`config.mk`:
```
export PLATFORM = sky130hd
export DESIGN_NAME = pipeline_hazard_ctrl
export DESIGN_NICKNAME = d
export VERILOG_FILES = /design/src/rtl/pipeline_hazard_ctrl_pkg.sv /design/src/rtl/pipeline_hazard_ctrl_sat_counter.sv /design/src/rtl/pipeline_hazard_ctrl.sv
export SDC_FILE = /design/constraint.sdc
export NUM_CORES = 1
export LEC_CHECK = 0
export ABC_AREA = 1
export BUFFER_PORTS_ARGS = -buffer_cell sky130_fd_sc_hd__buf_2
export CAP_MARGIN = 40
export CELL_PAD_IN_SITES_DETAIL_PLACEMENT = 1
export CELL_PAD_IN_SITES_GLOBAL_PLACEMENT = 1
export CORE_MARGIN = 5
export CORE_UTILIZATION = 36
export DETAILED_ROUTE_END_ITERATION = 10
export GPL_TIMING_DRIVEN = 0
export PLACE_DENSITY_LB_ADDON = 0.1
export SLEW_MARGIN = 40
export SYNTH_ARGS = -nofsm -noshare
export SYNTH_HDL_FRONTEND = slang
export SYNTH_SLANG_ARGS = --single-unit
```
`constraint.sdc`:
```
create_clock -name CLK -period 1.7 [get_ports CLK]
set_input_delay 0.34 -clock CLK [delete_from_list [all_inputs] [get_ports CLK]]
set_output_delay 0.34 -clock CLK [all_outputs]
set_load 0.01 [all_outputs]
```
`src/rtl/pipeline_hazard_ctrl_pkg.sv`:
```
// Shared definitions for the pipeline hazard controller: FSM state encodings,
// the hardwired-zero register index and the load-use detection helper.
package pipeline_hazard_ctrl_pkg;

   typedef enum logic [1:0] {
      S_RUN     = 2'd0,
      S_MEMWAIT = 2'd1,
      S_ERROR   = 2'd2
   } hazard_state_e;

   localparam logic [4:0] REG_ZERO = 5'd0;

   // Register 0 is hardwired to zero, so a load targeting it never creates a dependency.
   function automatic logic load_use(input logic       exMemRead,
                                     input logic [4:0] exRt,
                                     input logic [4:0] idRs,
                                     input logic [4:0] idRt,
                                     input logic       idUsesRt);
      return exMemRead && (exRt != REG_ZERO) &&
             ((exRt == idRs) || (idUsesRt && (exRt == idRt)));
   endfunction

endpackage

```
`src/rtl/pipeline_hazard_ctrl_sat_counter.sv`:
```
// Statistics counter that sticks at all-ones instead of wrapping.
module pipeline_hazard_ctrl_sat_counter #(
   parameter int unsigned W = 16
) (
   input  logic         CLK,
   input  logic         RST,
   input  logic         inc,
   output logic [W-1:0] count
);

   logic [W-1:0] count_q;
   logic [W-1:0] count_d;

   always_comb begin
      count_d = count_q;
      if (inc && (count_q != {W{1'b1}})) begin
         count_d = count_q + W'(1);
      end
   end

   always_ff @(posedge CLK) begin
      if (RST) begin
         count_q <= '0;
      end else begin
         count_q <= count_d;
      end
   end

   assign count = count_q;

endmodule

```
`src/rtl/pipeline_hazard_ctrl.sv`:
```
// Stall/flush/freeze sequencer for the 5-stage pipeline: load-use bubbles,
// wrong-path squashing on redirects, and supervised data-memory freezes.
module pipeline_hazard_ctrl
   import pipeline_hazard_ctrl_pkg::*;
#(
   parameter int unsigned TIMEOUT = 16,
   parameter int unsigned CNT_W   = 16
) (
   input  logic             CLK,
   input  logic             RST,
   input  logic [4:0]       id_rs,
   input  logic [4:0]       id_rt,
   input  logic             id_uses_rt,
   input  logic             ex_MemRead,
   input  logic [4:0]       ex_rt,
   input  logic             redirect,
   input  logic             mem_req,
   input  logic             mem_ready,
   output logic             pc_write,
   output logic             pc_src,
   output logic             ifid_write,
   output logic             ifid_flush,
   output logic             idex_write,
   output logic             idex_flush,
   output logic             exmem_write,
   output logic             memwb_write,
   output logic             err_timeout,
   output logic [CNT_W-1:0] stall_count,
   output logic [CNT_W-1:0] flush_count
);

   localparam int unsigned WAIT_W = (TIMEOUT > 2) ? $clog2(TIMEOUT) : 1;

   hazard_state_e     state_q;
   logic [WAIT_W-1:0] wait_cnt_q;
   logic              err_q;

   logic freeze;
   logic luHazard;
   logic active;
   logic stallInc;
   logic flushInc;

   // A dropped mem_req in S_MEMWAIT counts as ready, hence no state term beyond "not in error".
   assign freeze   = mem_req && !mem_ready && (state_q != S_ERROR);
   assign luHazard = load_use(ex_MemRead, ex_rt, id_rs, id_rt, id_uses_rt);
   assign active   = !RST && (state_q != S_ERROR) && !freeze;
   assign stallInc = active && !redirect && luHazard;
   assign flushInc = active && redirect;

   // Mealy control: redirect outranks load-use, and the wrong-path flush also kills the bubble slot.
   always_comb begin
      pc_write    = 1'b0;
      pc_src      = 1'b0;
      ifid_write  = 1'b0;
      ifid_flush  = 1'b0;
      idex_write  = 1'b0;
      idex_flush  = 1'b0;
      exmem_write = 1'b0;
      memwb_write = 1'b0;
      if (active) begin
         idex_write  = 1'b1;
         exmem_write = 1'b1;
         memwb_write = 1'b1;
         if (redirect) begin
            pc_write   = 1'b1;
            pc_src     = 1'b1;
            ifid_write = 1'b1;
            ifid_flush = 1'b1;
            idex_flush = 1'b1;
         end else if (luHazard) begin
            idex_flush = 1'b1;
         end else begin
            pc_write   = 1'b1;
            ifid_write = 1'b1;
         end
      end
   end

   // wait_cnt tracks frozen cycles so far; the freeze entering S_MEMWAIT is the first.
   always_ff @(posedge CLK) begin
      if (RST) begin
         state_q    <= S_RUN;
         wait_cnt_q <= '0;
         err_q      <= 1'b0;
      end else begin
         case (state_q)
            S_RUN: begin
               if (freeze) begin
                  state_q    <= S_MEMWAIT;
                  wait_cnt_q <= WAIT_W'(1);
               end
            end
            S_MEMWAIT: begin
               if (freeze) begin
                  if (wait_cnt_q == WAIT_W'(TIMEOUT - 1)) begin
                     state_q <= S_ERROR;
                     err_q   <= 1'b1;
                  end else begin
                     wait_cnt_q <= wait_cnt_q + WAIT_W'(1);
                  end
               end else begin
                  state_q    <= S_RUN;
                  wait_cnt_q <= '0;
               end
            end
            S_ERROR: begin
               err_q <= 1'b1;
            end
            default: begin
               state_q    <= S_RUN;
               wait_cnt_q <= '0;
            end
         endcase
      end
   end

   assign err_timeout = err_q;

   pipeline_hazard_ctrl_sat_counter #(.W(CNT_W)) u_stall_cnt (
      .CLK   (CLK),
      .RST   (RST),
      .inc   (stallInc),
      .count (stall_count)
   );

   pipeline_hazard_ctrl_sat_counter #(.W(CNT_W)) u_flush_cnt (
      .CLK   (CLK),
      .RST   (RST),
      .inc   (flushInc),
      .count (flush_count)
   );

endmodule

```
# Word level (Yosys, flattened, before mapping)
# Index checks and enable logic that the tools add are counted.
[classes] bitwise_logic=1 n_eq_ne=13 add_sub_neg=3 n_mux=20 n_reduce_logical=23
[ops] op="adder 16 x 1 -> 16 bit (second input constant)" count=2
[ops] op="!= test 16 bit (second input constant)" count=2
[ops] op="logical AND 1 bit" count=12
[ops] op="two-way mux 4 bit" count=3
[ops] op="one-hot mux 4 bit (3 select lines)" count=1
[ops] op="two-way mux 1 bit" count=11
[ops] op="equality test 5 bit" count=2
[ops] op="AND reduction 3 bit" count=3
[ops] op="!= test 2 bit (second input constant)" count=4
[ops] op="two-way mux 2 bit" count=3
[ops] op="!= test 3 bit (second input constant)" count=2
[ops] op="one-hot mux 2 bit (3 select lines)" count=1
[ops] op="nonzero test 5 bit" count=1
[ops] op="adder 4 x 1 -> 4 bit (second input constant)" count=1
[ops] op="equality test 4 bit (second input constant)" count=1
[ops] op="zero test 1 bit" count=4
[ops] op="equality test 2 x 1 -> 1 bit (second input constant)" count=1
[ops] op="equality test 2 bit (second input constant)" count=1
[ops] op="zero test 2 bit" count=1
[ops] op="one-hot mux 1 bit (2 select lines)" count=1
[ops] op="nonzero test 2 bit" count=1
[ops] op="logical OR 1 bit" count=1
[ops] op="inverter 1 bit" count=1
[totals] inputBits=22 output_inout_bits=41 register_bits=39 wordCells=65

# Longest topological paths before layout
[depth] depth_word=8 depth_mapped=12 ltp_nobuf=12

# Modules after synthesis
# From an unflattened synthesis, not the netlist that was laid out.
[unflattened] hier_cells=411 hier_area_um2=2506.2
[modules_own_cells] mod="pipeline_hazard_ctrl_sat_counter" area_each_um2=929.6 cells_per_inst=149 seq_area_each_um2=320.3 instances=2
[modules_own_cells] mod="pipeline_hazard_ctrl" area_each_um2=646.9 cells_per_inst=113 seq_area_each_um2=140.1 instances=1

# Least setup slack after synthesis
# OpenSTA, ideal clock, no wires.
[synth_path] path_kind="input -> output" startpoint="input port ex_rt[2]" endpoint="output port pc_write" t_required_ns=1.360 cell_stages=9 path_slack_ns=0.085 t_arrival_ns=1.275 n_path_buf=2 cell_sequence="inv_1 nand4_1 o21ai_0 inv_1 nand3_2 buf_2 nand2_1 inv_1 buf_4"
[synth_between] elab_chain_len=7 elab_cells_between_ends=10 cone_classes="eq/ne (2); mux (3); reduce/logical (5)"
[synth_rtl] item="start: declaration" line_no="pipeline_hazard_ctrl.sv:15" rtl="input logic [4:0] ex_rt,"
[synth_rtl] item="equality test 5 bit" line_no="pipeline_hazard_ctrl_pkg.sv:20" rtl="((exRt == idRs) || (idUsesRt && (exRt == idRt)));"
[synth_rtl] item="logical AND 1 bit" line_no="pipeline_hazard_ctrl_pkg.sv:20"
[synth_rtl] item="logical OR 1 bit" line_no="pipeline_hazard_ctrl_pkg.sv:20"
[synth_rtl] item="logical AND 1 bit *" line_no="pipeline_hazard_ctrl_pkg.sv:19" rtl="return exMemRead && (exRt != REG_ZERO) &&"
[synth_rtl] item="two-way mux 1 bit * (3 in a row)"
[synth_rtl] item="end: declaration" line_no="pipeline_hazard_ctrl.sv:19" rtl="output logic pc_write,"
# Every way passes the cells marked *; elsewhere a longest branch is shown, timed or not.

# Worst setup path in the final report
[layout_path] startpoint="register state_q[0]" endpoint="output port ifid_flush"
[layout_between] elab_chain_len=5 elab_cells_between_ends=6 cone_classes="eq/ne (1); mux (1); reduce/logical (4)"
[layout_rtl] item="start: declaration" line_no="pipeline_hazard_ctrl.sv:34" rtl="hazard_state_e state_q;"
[layout_rtl] item="start signal: assignment" line_no="pipeline_hazard_ctrl.sv:83" rtl="state_q <= S_RUN;"
[layout_rtl] item="start signal: assignment" line_no="pipeline_hazard_ctrl.sv:90" rtl="state_q <= S_MEMWAIT;"
[layout_rtl] item="start signal: assignment" line_no="pipeline_hazard_ctrl.sv:97" rtl="state_q <= S_ERROR;"
[layout_rtl] item="!= test 2 bit *" line_no="pipeline_hazard_ctrl.sv:45, pipeline_hazard_ctrl.sv:47"
[layout_rtl] item="logical AND 1 bit" line_no="pipeline_hazard_ctrl.sv:45" rtl="assign freeze = mem_req && !mem_ready && (state_q != S_ERROR);"
[layout_rtl] item="zero test 1 bit" line_no="pipeline_hazard_ctrl.sv:47" rtl="assign active = !RST && (state_q != S_ERROR) && !freeze;"
[layout_rtl] item="logical AND 1 bit *" line_no="pipeline_hazard_ctrl.sv:47"
[layout_rtl] item="two-way mux 1 bit *" line_no="pipeline_hazard_ctrl.sv:61" rtl="if (active) begin"
[layout_rtl] item="end: declaration" line_no="pipeline_hazard_ctrl.sv:22" rtl="output logic ifid_flush,"
# Marks and branches as above.

==> run summary <==
Worst Setup End Kind: primary output
Synth top area share: 32.6%
grt ovf: 0
number of synthesized register bits: 39
synth warn: 0
Max-Cap Viols: 0
fmax: 0.600 GHz
DRC: 0
htree depth: 2
clock-pin slew on the worst setup and hold paths: 90 ps
CTS Buf Count: 5
non-filler cells, final: 555
endpoints failing setup: 0
Chip Height: 91.6 um
critical path's slowest cell: dfxtp_2
core box area: 6420 um^2
Vias: 2713
clk_lat worst skew: 300 ps
Via density: 4.89
CP max stage delay: 320 ps
sequential element share of the synthesized area: 32.6%
Final nets: 502
most frequent CP cell: nand2_4
Longest Clk Path Bufs: 2
layout cells sized above 1: 32.0%
Leak Pwr: 1.55 nW
PortBufs: 62
vias in the first global route: 2762
crit path time final: 1670 ps
Worst Skew: 8.52 ps
Antenna Nets Post-Route: 0
CP Cell Sequence: inv_2 -> nand2_4 -> nand2_4 -> nand3_4 -> nor2_4 -> buf_4 -> buf_2
initial antenna violation count: 0
DP HPWL: 5.49 mm
top_reg_cell synth: dfxtp_1
DRT Pass-1 Iters: 4
die width: 91.6 um
critical path type: flip-flop to primary output
Root Buffer: clkbuf_8
Synth top cells by count: nand2_1, nor2_1, inv_1, dfxtp_1
final worst slack: 33.6 ps
first-pass GRT wire length: 12.6 mm
RSZ-0062 raised after global routing: yes
syn_nets: 415
DR WL/cell: 13.7 um
asr flop ratio synth: 0%
Iter 0 DRT Violations: 81
hold buffers post-CTS: 0
# IOs: 63
status: finished, final reports clean
Global Route Usage Sum: 18.1%
max-slew violations: 0
Mapped Cells: 390
Post-synth EDFFs: 0
CP Max Fanout: 4
post-synth top area cell: dfxtp_1
placed cell count: 529
mean post-synth cell area: 6.15 um^2
pwr/cell area: 656 nW/um^2
Hold Fails Final Rpt: 0
Mapped Area: 2400 um^2
Initial Util: 37.3%
VDD IR max: 0.334 mV
largest net degree at the start of global routing: 13
Relative slew margins: 60.2%
CTS tree: built
synth top area cells: dfxtp_1, nand2_1, nor2_1, inv_1, a21oi_1
Setup TNS: 0 ps
Antenna diodes: 0
Routed WL: 7.60 mm
DP Worst Slack: -279 ps
Buf/Inv on CP: 3
crit path launch type: flip-flop
row cnt: 29
count leader, synth: nand2_1
period utilization: 98.0%
Hold Path Class: input port to flip-flop
routability congestion estimate: 0.785
critical path arrival: 1330 ps
die area: 8400 um^2
Netlist cell types: 32
delay-heaviest family, CP: simple AND/OR/NAND/NOR gates
Area Growth Syn to Fin: 36.0%
Req. time, crit path: 1360 ps
filler cell count: 899
Slew @ Worst Pin: 597 ps
Num Clock Sinks: 39
[state kept, by name, indices dropped and copies added (netlist names)]
name	flops
state_q	2
err_timeout	1
u_stall_cnt.count	16
wait_cnt_q	4
u_flush_cnt.count	16
[metrics by stage]
| stage | hold WS (ps) | power [mW] | area [um^2] | util, % |
|---|---|---|---|---|
| after floorplan | 409 | 1.08 | 2400 | - |
| after global placement | 444 | 1.16 | 2810 | 43.7 |
| after CTS | 333 | 2.14 | 3110 | 48.4 |
| after global routing | 338 | 2.23 | 3260 | 50.8 |
| final | 340 | 2.14 | 3260 | 50.8 |
| after detailed placement | 463 | 1.16 | 2810 | 43.7 |
[logic make-up (layout without fill, tap and decap cells)]
| group | after synthesis | after routing | share of synthesized area (%) |
|---|---|---|---|
| and+or+nand+nor | 254 | 254 | 46.3 |
| buffers and inverters | 60 | 148 | 10.8 |
| xor gates and xnor gates | 8 | 8 | 2.92 |
| DFF | 39 | 39 | 32.6 |
| AOI/OAI and AO/OA | 26 | 26 | 5.90 |
| adders and majority gates | 3 | 3 | 1.57 |
[what timing repair did]
action / CTS / global route
setup endpoints to repair: 29 / 33
buffers inserted: 11 / 9
cloned: 0 / 0
pin swaps: 13 / 12
gates resized for setup: 30 / 31
[worst paths after layout]
| kind | from | endpoint | slack (ps) | cells past startpoint |
|---|---|---|---|---|
| min | RST | u_flush_cnt.count[3] | 340 | 2 |
| min reg2reg | err_timeout | err_timeout | 480 | 2 |
| max reg2reg | u_flush_cnt.count[0] | u_flush_cnt.count[15] | 120 | 10 |
| max | state_q[0] | ifid_flush | 30 | 7 |
[per-layer routing]
| layer | GRT usage (%) | up-vias | part of all wire (%) |
|---|---|---|---|
| met3 | 3.60 | 5 | 4.8 |
| li1 | - | 1376 | - |
| met1 | 22.2 | 1275 | 43 |
| met5 | 0 | - | 0 |
| met2 | 32.5 | 57 | 51 |
| met4 | 3.89 | 0 | 0.68 |
[final cells by class]
cell class | instances | area (um^2) | area share [%]
Tap cell | 77 | 96.3 | 2.95
Sequential cell | 39 | 793 | 24.3
Inverter | 50 | 195 | 5.98
Clock buffer | 6 | 72.6 | 2.22
Buffer | 8 | 56.3 | 1.73
Multi-Input combinational cell | 291 | 1470 | 44.9
Clock inverter | 2 | 60.1 | 1.84
Timing Repair Buffer | 82 | 523 | 16.0
[cells in the final DEF, fill, tap and decap left out, types with 10 or more instances in the layout]
| master | synthesis | layout |
|---|---|---|
| nor2_1 | 78 | 72 |
| inv_2 | 5 | 11 |
| nand3_1 | 12 | 12 |
| buf_4 | 4 | 23 |
| dfxtp_1 | 39 | 29 |
| inv_1 | 44 | 36 |
| nand2_1 | 125 | 118 |
| a21oi_1 | 12 | 11 |
| dfxtp_2 | 0 | 10 |
| buf_2 | 1 | 52 |
| buf_6 | 2 | 12 |
[worst register-to-register path, stage by stage (launching register included)]
cell and delay, ps:
dfxtp_2 360, buf_4 140, nand3_1 120, nor2_2 170
nand3_2 110, nor2_4 170, nand2_2 80, nor2_2 120
nand3_2 80, nand2_1 80, nor2_2 30
[power breakdown]
| group | switching, mW | internal, mW |
|---|---|---|
| logic | 0.153 | 0.116 |
| registers | 0.00680 | 0.921 |
| clock network | 0.355 | 0.587 |
| total | 0.514 | 1.62 |
No activity file was read; power rests on OpenSTA's default activity.
